--- config.mk ---
export PLATFORM = sky130hd
export DESIGN_NAME = imem_loader
export DESIGN_NICKNAME = d
export VERILOG_FILES = /design/src/rtl/loader_pkg.sv /design/src/rtl/byte_packer.sv /design/src/rtl/imem_loader.sv
export SDC_FILE = /design/constraint.sdc
export NUM_CORES = 1
export LEC_CHECK = 0
export ABC_AREA = 1
export CAP_MARGIN = 20
export CORE_ASPECT_RATIO = 1.2
export CORE_UTILIZATION = 30
export CTS_CLUSTER_DIAMETER = 30
export DETAILED_ROUTE_END_ITERATION = 7
export GPL_ROUTABILITY_DRIVEN = 0
export HOLD_SLACK_MARGIN = 0.02
export PLACE_DENSITY_LB_ADDON = 0.05
export SYNTH_ARGS = -nofsm -noshare
export SYNTH_HDL_FRONTEND = slang
export SYNTH_HIERARCHICAL = 1
export SYNTH_SLANG_ARGS = --single-unit
export TNS_END_PERCENT = 1
--- constraint.sdc ---
create_clock -name CLK -period 1.7 [get_ports CLK]
set_input_delay 0.17 -clock CLK [delete_from_list [all_inputs] [get_ports CLK]]
set_output_delay 0.17 -clock CLK [all_outputs]
set_load 0.03 [all_outputs]
--- src/rtl/loader_pkg.sv ---
// ----------------------------------------------------------------------------
// loader_pkg
//   Shared definitions for the instruction-memory loader: FSM state
//   encoding, datapath widths and the checksum helper.
//
//   Optional feature macro: LOADER_CKSUM_EN (only cksum_ok is tied to it;
//   the package itself is identical in both builds).
// ----------------------------------------------------------------------------
package loader_pkg;

    localparam int WORD_W = 32;  // packed memory word
    localparam int BYTE_W = 8;   // stream element
    localparam int CNT_W  = 14;  // word counter, holds 0..8192 and beyond
    localparam int IDX_W  = 2;   // byte position inside a word
    localparam int DLY_W  = 4;   // release delay counter, 1..15

    typedef enum logic [2:0] {
        IDLE    = 3'd0,
        LOAD    = 3'd1,
        WRITE   = 3'd2,
        RELEASE = 3'd3,
        HALT    = 3'd4
    } state_t;

    // The image is good when the running byte sum plus the checksum byte
    // wraps to zero, i.e. the checksum is the two's complement of the sum.
    function automatic logic cksum_ok(input logic [BYTE_W-1:0] sum,
                                      input logic [BYTE_W-1:0] cbyte);
        logic [BYTE_W-1:0] total;
        total = sum + cbyte;
        return (total == '0);
    endfunction

endpackage

--- src/rtl/byte_packer.sv ---
// ----------------------------------------------------------------------------
// byte_packer
//   Big-endian byte-to-word packer. The first byte of a word lands in
//   [31:24], the fourth in [7:0]. Bytes not yet received read as zero, so a
//   word closed early is already zero-padded.
//
//   Ports:
//     clk, rst    clock, asynchronous active-high reset
//     push        accept data into the current byte position
//     last        this pushed byte closes the word regardless of position
//     data        byte to store
//     clear       empty the word and restart at position 0 (write cycle)
//     word        packed word, stable until clear
//     word_ready  the push happening this cycle completes the word
//     pending     at least one byte of an unwritten word is held
// ----------------------------------------------------------------------------
module byte_packer
    import loader_pkg::*;
(
    input  logic              clk,
    input  logic              rst,
    input  logic              push,
    input  logic              last,
    input  logic [BYTE_W-1:0] data,
    input  logic              clear,
    output logic [WORD_W-1:0] word,
    output logic              word_ready,
    output logic              pending
);

    logic [IDX_W-1:0] idx;

    // NOTE: state is updated with non-blocking assignments so every flop
    // samples the pre-edge values, independent of statement order.
    always_ff @(posedge clk or posedge rst) begin
        if (rst) begin
            idx  <= '0;
            word <= '0;
        end else if (clear) begin
            idx  <= '0;
            word <= '0;
        end else if (push) begin
            case (idx)
                2'd0:    word[31:24] <= data;
                2'd1:    word[23:16] <= data;
                2'd2:    word[15:8]  <= data;
                default: word[7:0]   <= data;
            endcase
            // Wraps to 0 after the fourth byte; the write cycle clears anyway.
            idx <= idx + 1'b1;
        end
    end

    assign word_ready = push && ((idx == 2'd3) || last);
    assign pending    = (idx != '0);

endmodule

--- src/rtl/imem_loader.sv ---
// ----------------------------------------------------------------------------
// imem_loader
//   Writer side of the instruction memory. Receives a program image as a
//   byte stream (valid/ready), packs it into big-endian 32-bit words, writes
//   them to consecutive word addresses from BASE_ADDR, and keeps the CPU in
//   reset until the image is complete plus RELEASE_DLY cycles.
//
//   Optional feature macro: LOADER_CKSUM_EN
//     defined   : the IN_LAST byte is a checksum over all data bytes; a bad
//                 checksum sets ERR and keeps the CPU in reset.
//     undefined : the IN_LAST byte is ordinary data.
//
//   Parameters:
//     BASE_ADDR    byte address of the first word (multiple of 4)
//     MAX_WORDS    capacity in words; further data bytes are dropped + ERR
//     RELEASE_DLY  cycles from DONE rising to CPU_RST_X rising (1..15)
//
//   Ports:
//     CLK, RST      clock, asynchronous active-high reset
//     IN_VALID      byte present on IN_DATA
//     IN_DATA       program byte
//     IN_LAST       final byte of the image (qualified by IN_VALID)
//     IN_READY      loader accepts a byte this cycle
//     MEM_ADDR      word-aligned byte address of the write port
//     MEM_DIN       write data (zero outside the write cycle)
//     MEM_WE        one-cycle write strobe per word
//     CPU_RST_X     active-low processor reset
//     DONE          image fully written
//     ERR           overflow or checksum failure, sticky until RST
//     WORD_CNT      words written so far
// ----------------------------------------------------------------------------
module imem_loader
    import loader_pkg::*;
#(
    parameter logic [31:0] BASE_ADDR   = 32'h0,
    parameter int          MAX_WORDS   = 8192,
    parameter int          RELEASE_DLY = 4
)(
    input  logic                 CLK,
    input  logic                 RST,
    input  logic                 IN_VALID,
    input  logic [BYTE_W-1:0]    IN_DATA,
    input  logic                 IN_LAST,
    output logic                 IN_READY,
    output logic [WORD_W-1:0]    MEM_ADDR,
    output logic [WORD_W-1:0]    MEM_DIN,
    output logic                 MEM_WE,
    output logic                 CPU_RST_X,
    output logic                 DONE,
    output logic                 ERR,
    output logic [CNT_W-1:0]     WORD_CNT
);

    localparam logic [CNT_W-1:0] MAX_CNT  = CNT_W'(MAX_WORDS);
    localparam logic [DLY_W-1:0] DLY_LAST = DLY_W'(RELEASE_DLY - 1);

    state_t            state;
    state_t            state_nxt;
    logic [CNT_W-1:0]  word_cnt;
    logic [DLY_W-1:0]  rel_cnt;
    logic              err;
    logic              close_last;   // word in WRITE was closed by IN_LAST
    logic              cpu_run;

    logic              accept;
    logic              overflow;
    logic              final_byte;
    logic              data_byte;    // accepted byte that goes into memory
    logic              packer_last;
    logic              err_set;
    logic              rel_done;

    logic [WORD_W-1:0] word;
    logic              word_ready;

    assign accept     = IN_VALID && IN_READY;
    assign overflow   = (word_cnt == MAX_CNT);
    assign final_byte = accept && IN_LAST;
    assign rel_done   = (rel_cnt == DLY_LAST);

`ifdef LOADER_CKSUM_EN
    logic [BYTE_W-1:0] sum;
    logic              pending;

    // The closing byte is the checksum and never enters the packer.
    assign data_byte   = accept && !IN_LAST && !overflow;
    assign packer_last = 1'b0;
    assign err_set     = (accept && !IN_LAST && overflow) ||
                         (final_byte && !cksum_ok(sum, IN_DATA));

    always_ff @(posedge CLK or posedge RST) begin
        if (RST) begin
            sum <= '0;
        end else if (data_byte) begin
            sum <= sum + IN_DATA;
        end
    end
`else
    assign data_byte   = accept && !overflow;
    assign packer_last = IN_LAST;
    assign err_set     = accept && overflow;
`endif

    byte_packer u_packer (
        .clk        (CLK),
        .rst        (RST),
        .push       (data_byte),
        .last       (packer_last),
        .data       (IN_DATA),
        .clear      (state == WRITE),
        .word       (word),
        .word_ready (word_ready),
`ifdef LOADER_CKSUM_EN
        .pending    (pending)
`else
        .pending    ()
`endif
    );

    // ---------------------------------------------------------------- state
    always_ff @(posedge CLK or posedge RST) begin
        if (RST) begin
            state <= IDLE;
        end else begin
            state <= state_nxt;
        end
    end

    // ----------------------------------------------------------- next state
    always_comb begin
        // NOTE: default assignment first, so no path through the case leaves
        // state_nxt unassigned and no latch is inferred.
        state_nxt = state;
        case (state)
            IDLE: state_nxt = LOAD;
            LOAD: begin
                if (final_byte) begin
`ifdef LOADER_CKSUM_EN
                    // Flush a partial word before release; none -> no write.
                    state_nxt = pending ? WRITE : RELEASE;
`else
                    // On overflow the last byte was dropped: nothing to write.
                    state_nxt = word_ready ? WRITE : RELEASE;
`endif
                end else if (word_ready) begin
                    state_nxt = WRITE;
                end
            end
            WRITE:   state_nxt = close_last ? RELEASE : LOAD;
            RELEASE: if (rel_done) state_nxt = HALT;
            HALT:    state_nxt = HALT;
            default: state_nxt = IDLE;
        endcase
    end

    // -------------------------------------------------------------- outputs
    always_comb begin
        IN_READY = (state == LOAD);
        MEM_WE   = (state == WRITE);
        MEM_DIN  = (state == WRITE) ? word : '0;
        DONE     = (state == RELEASE) || (state == HALT);
    end

    assign MEM_ADDR  = BASE_ADDR + {{(WORD_W-CNT_W-2){1'b0}}, word_cnt, 2'b00};
    assign CPU_RST_X = cpu_run;
    assign ERR       = err;
    assign WORD_CNT  = word_cnt;

    // ------------------------------------------------------------- counters
    always_ff @(posedge CLK or posedge RST) begin
        if (RST) begin
            word_cnt   <= '0;
            rel_cnt    <= '0;
            err        <= 1'b0;
            close_last <= 1'b0;
            cpu_run    <= 1'b0;
        end else begin
            if (state == WRITE) begin
                word_cnt <= word_cnt + 1'b1;
            end

            rel_cnt <= (state == RELEASE) ? rel_cnt + 1'b1 : '0;

            if (err_set) begin
                err <= 1'b1;
            end

            if (state == LOAD && accept) begin
                close_last <= IN_LAST;
            end

            // Registered so the processor reset never glitches; an image
            // with ERR set leaves the CPU in reset for good.
            if (state == RELEASE && rel_done) begin
                cpu_run <= !err;
            end
        end
    end

endmodule
# After elaboration in Yosys (flattened, before gate mapping)

Cells that the tools add are included.
W data, S select, Z words.

$add $sub $neg: 3
$mul: 0
Divide/modulo/power cells: 0
Magnitude comparators: 0
Equality and inequality tests: 12
Shifts and indexed selects: 0
Mux-type cells: 16
Bitwise operators: 0
Reductions and logical operators: 23

Operator list:

| kind                    | count |
|---|---|
| $mux W32                | 3 |
| $mux W8                 | 4 |
| $pmux W3 S5             | 1 |
| $add A14 B1 Y14 const B | 1 |
| $eq A14 B14 Y1 const B  | 1 |
| $reduce_and A2 Y1       | 5 |
| $mux W3                 | 3 |
| $reduce_bool A2 Y1      | 4 |
| $logic_and A1 B1 Y1     | 7 |
| $eq A3 B2 Y1 const B    | 2 |
| $mux W2                 | 3 |
| $add A4 B1 Y4 const B   | 1 |
| $eq A2 B2 Y1 const B    | 2 |
| $eq A4 B2 Y1 const B    | 1 |
| $mux W4                 | 1 |
| $eq A3 B1 Y1 const B    | 1 |
| $eq A3 B3 Y1 const B    | 1 |
| $logic_not A3 Y1        | 1 |
| $ne A3 B1 Y1 const B    | 1 |
| $reduce_or A3 Y1        | 1 |
| $add A2 B1 Y2 const B   | 1 |
| $eq A2 B1 Y1 const B    | 1 |
| $logic_not A1 Y1        | 2 |
| $logic_not A2 Y1        | 1 |
| other kinds (4)         | 5 |

Register bits after elaboration: 58
Bits in latches: 0
Memory bits (writable): 0
ROM bits: 0
Bits of input ports: 12
Memories kept: 0

# Depth between registers and ports, before layout

Word-level depth: 7
Mapped depth: 12

# By module

Netlist, hierarchy kept.

Modules (own cells, without submodules):

| module      | instances | cells each | area each (um2) | sequential area each (um2) |
|---|---|---|---|---|
| imem_loader | 1         | 265        | 1816.7          | 600.6 |
| byte_packer | 1         | 178        | 1676.6          | 850.8 |

# Least setup slack after synthesis

OpenSTA, ideal clock, no wires.

Path kind: register to register
Start: reg word_cnt[0] (netlist: WORD_CNT[0])
End: reg state[2]
Library setup time: 66 ps
Data arrival time: 2050 ps
Slack: -416 ps
Cell stages (with the launch flop): 12
Cells stage by stage: dfrtp_1 > inv_1 > ha_1 > nand2_1 > nor2_1 > a21boi_0 > buf_6 > inv_1 > nor2_1 > nor2_1 > a21oi_2 > and2_1

Longest elaborated chain between the ends: 6

RTL lines:

| item                               | line               | RTL |
|---|---|---|
| start, declared                    | imem_loader.sv:59  | `logic [CNT_W-1:0] word_cnt;` |
| start signal, assigned             | imem_loader.sv:179 | `word_cnt <= word_cnt + 1'b1;` |
| $eq A14 B14 Y1                     | imem_loader.sv:77  | `assign overflow = (word_cnt == MAX_CNT);` |
| $logic_not A1 Y1                   | imem_loader.sv:99  | `assign data_byte = accept && !overflow;` |
| $logic_and A1 B1 Y1                | imem_loader.sv:99  |  |
| named net data_byte                | imem_loader.sv:68  | `logic data_byte;` |
| $logic_and A1 B1 Y1                | byte_packer.sv:54  | `assign word_ready = push && ((idx == 2'd3) \|\| last);` |
| named net word_ready               | imem_loader.sv:74  | `logic word_ready;` |
| $ne A3 B1 Y1 (no source line)      | n/a                |  |
| $reduce_and A2 Y1 (no source line) | n/a                |  |
| end signal, assigned               | imem_loader.sv:125 | `state <= state_nxt;` |
| end, declared                      | imem_loader.sv:57  | `state_t state;` |

The timed path passes the listed nets, and every way through them passes these cells.
A chain may end at the register's enable or synchronous reset.

# Final worst setup path

Start: reg word_cnt[3] (netlist: WORD_CNT[3])
End: out MEM_ADDR[5]

RTL lines:

| item          | line              | RTL |
|---|---|---|
| end, declared | imem_loader.sv:45 | `output logic [WORD_W-1:0] MEM_ADDR,` |

No word-level cell between the ends.

==> summary.md <==
| Metric | Value |
|---|---|
| Reg clk slew, reported paths | ~0.06 ns |
| Setup crit end kind | output pin |
| Pwr dens | 1480 nW/um^2 |
| Post-DP Area | around 4500 sq um |
| Vias | about 2,900 |
| Max Freq | just over 600 MHz |
| CP Buf/Inv Count | 2 |
| N_diodes | 0 |
| Port Buf Inserts | 76 |
| Clock latency on the worst-skew pair | roughly 0.33 ns |
| Hold crit path type | in -> async |
| Vias in the first global route | between 2,000 and 3,000 |
| H-tree Lvls | 3 |
| First-pass GRT wire length | ~14,000 um |
| CTS buffer count | 9 |
| Syn_area_per_cell | a little under 8 sq um |
| NetSw | 2750 uW |
| RSZ-0062 raised after global routing | yes |
| Post-route antenna net violation count | 0 |
| Critical path startpoint category | flop |
| Status | finished, final reports clean |
| Sink Count | 58 |
| Count of final max-slew check failures | 0 |
| Cell-internal power | about 4600 uW |
| CP Cell Sequence | buf_4 -> clkdlybuf4s50_1 |
| Ys Warns | 6 |
| Delay of the slowest critical-path stage | 0.67 ns |
| Reg power frac | 0.280 |
| Fin. Hold Viols | 0 |
| Peak VDD IR | between 0.4 and 0.5 mV |
| Period Utilization, post-route | 0.970 |
| Proportion of layout cells with a drive suffix above 1 | 0.259 |
| Starting density of the core | 0.312 |
| FP Rows | 42 |
| Total Wirelength | between 8000 and 9000 um |
| I/O pins | 95 |
| Largest net degree at the start of global routing | 37 |
| Root Driver | clkbuf_16 |
| Switching Share | 0.375 |
| Setup_tns | 0 ns |
| Initial drt markers | 63 |
| CTS tree | done |
| CP Class | reg -> out |
| Clock share of power | 0.319 |
| Leak Pwr | between 0.002 and 0.003 uW |
| Vias/cell | approximately 4.2 |
| Clock Tree Buf Depth | 2 |
| Slowest cell on crit path | clkdlybuf4s50_1 |
| CORE AREA | between 10,000 and 15,000 sq um |
| Netlist Area Pre-Place | ~3500 sq um |
| Worst endpoint data arrival time | around 1.5 ns |
| Delay-heaviest family, CP | buffers and inverters |
| Combinational power share | 0.401 |
| Grt ovf | 0 |
| WP data required | ~1.5 ns |
| Layout Cells excl Fill | approximately 690 |
| Crit-path max FO | 6 |
| Post-route cell area | between 4000 and 5000 sq um |
| Horiz. Die Dim | 100 um |
| Setup bufs post-CTS | 0 |
| Global Route Usage Sum | 0.147 |
| Max cap viols | 0 |
| Worst clock skew | 0.00809 ns |
| Area growth, synth to finish | 42.4% |
| Initial DRT Pass Iterations | 4 |
| Die area | ~12,000 sq um |
| DP Cell Count | around 670 |
| Setup Viol. Count Final | 0 |
| Antenna violations before repair | 0 |
| WL per Instance | 11.9 um |
| Synthesized instance count | roughly 440 |
| Tmin final | 1.65 ns |
| DRC viols | 0 |
| Nets | ~550 |
| DP HPWL | 5920 um |
| Die Y | around 120 um |
[power by group through the flow]
stage	combinational, uW	sequential (uW)	clock [uW]
2_1_floorplan	1920	2160	0
3_3_place_gp	2870	2070	0
3_5_place_dp	2890	2060	0
4_1_cts	2940	2060	2390
5_1_grt	3250	2110	2440
6_report	2950	2060	2340
[cell type report]
class	instances	area [sq um]
fillers	1164	6220
repair buffers	98	1050
inverters	76	328
clock inverters	4	120
flip-flops and latches	58	1460
well taps	154	193
clock buffers	12	267
multi-input cells	285	1560
[layer usage]
layer / global-route usage / wire (um)
met1: 0.193 / 3620
met2: 0.232 / 3990
met3: 0.0215 / 310
met4: 0.0806 / 244
met5: 0 / 0
[cells in the final DEF, fill, tap and decap left out, types with 2 or more instances in the layout]
| master | instances |
|---|---|
| clkinv_4 | 4 |
| buf_12 | 14 |
| nand2_8 | 4 |
| dfrtp_1 | 54 |
| nand3_2 | 8 |
| nand2_1 | 108 |
| nor2_1 | 38 |
| dfrtp_2 | 4 |
| inv_2 | 3 |
| clkdlybuf4s50_1 | 33 |
| a21oi_1 | 3 |
| buf_4 | 40 |
| conb_1 | 18 |
| clkbuf_8 | 3 |
| xnor2_1 | 2 |
| nor2_4 | 5 |
| o21ai_0 | 7 |
| nand2_4 | 2 |
| nand4_1 | 5 |
| dlymetal6s2s_1 | 8 |
| inv_1 | 66 |
| nor2_2 | 24 |
| nand3_1 | 38 |
| xor2_1 | 5 |
| ha_1 | 7 |
| bufinv_16 | 4 |
| nor3_2 | 2 |
| clkbuf_16 | 9 |
[state kept, by name (all words and copies together), names as in the netlist]
register       cells
u_packer/word     32
WORD_CNT          14
rel_cnt            4
state              3
u_packer/idx       2
CPU_RST_X          1
ERR                1
close_last         1
[worst register-to-register path, stage by stage (launching register included)]
cell and delay (ns):
dfrtp_2 0.44, inv_1 0.08, nand3_2 0.11, nor2_2 0.13
a21boi_4 0.26, inv_4 0.06, nor2_4 0.09, nor2_1 0.05
a21oi_2 0.16, and2_1 0.14
[per-stage QoR]
stage / setup WS (ns) / power, uW / hold slack, ns / utilization
detailed placement: 0.00839 / 4950 / 0.466 / 0.400
CTS: -0.0109 / 7380 / 0.244 / 0.438
finish: 0.0510 / 7350 / 0.225 / 0.444
global placement: 0.0189 / 4940 / 0.449 / 0.400
floorplan: -0.0126 / 4080 / 0.184 / -
global route: -0.00432 / 7810 / 0.299 / 0.444
[repair_timing]
item	in CTS	in global routing
gates resized for setup	12	25
hold endpoints to repair	0	0
setup endpoints to repair	28	60
hold buffers	0	0
[final timing paths]
| kind | from | endpoint | slack, ns | cells after the start |
|---|---|---|---|---|
| setup / recovery | WORD_CNT[3]$_DFFE_PP0N_ | MEM_ADDR[5] | 0.05 | 2 |
| hold / removal | RST | WORD_CNT[1]$_DFFE_PP0N_ | 0.22 | 3 |
| setup reg to reg | state[2]$_DFFE_PP0P_ | state[2]$_DFFE_PP0P_ | 0.12 | 9 |
| hold reg to reg | rel_cnt[0]$_DFF_PP0_ | rel_cnt[0]$_DFF_PP0_ | 0.46 | 1 |
| max in group asynchronous | RST | u_packer/idx[0]$_DFFE_PP0P_ | 1.08 | 3 |
| min in group CLK | rel_cnt[0]$_DFF_PP0_ | rel_cnt[0]$_DFF_PP0_ | 0.46 | 1 |
Note: power is estimated with default switching activity, not from simulation.
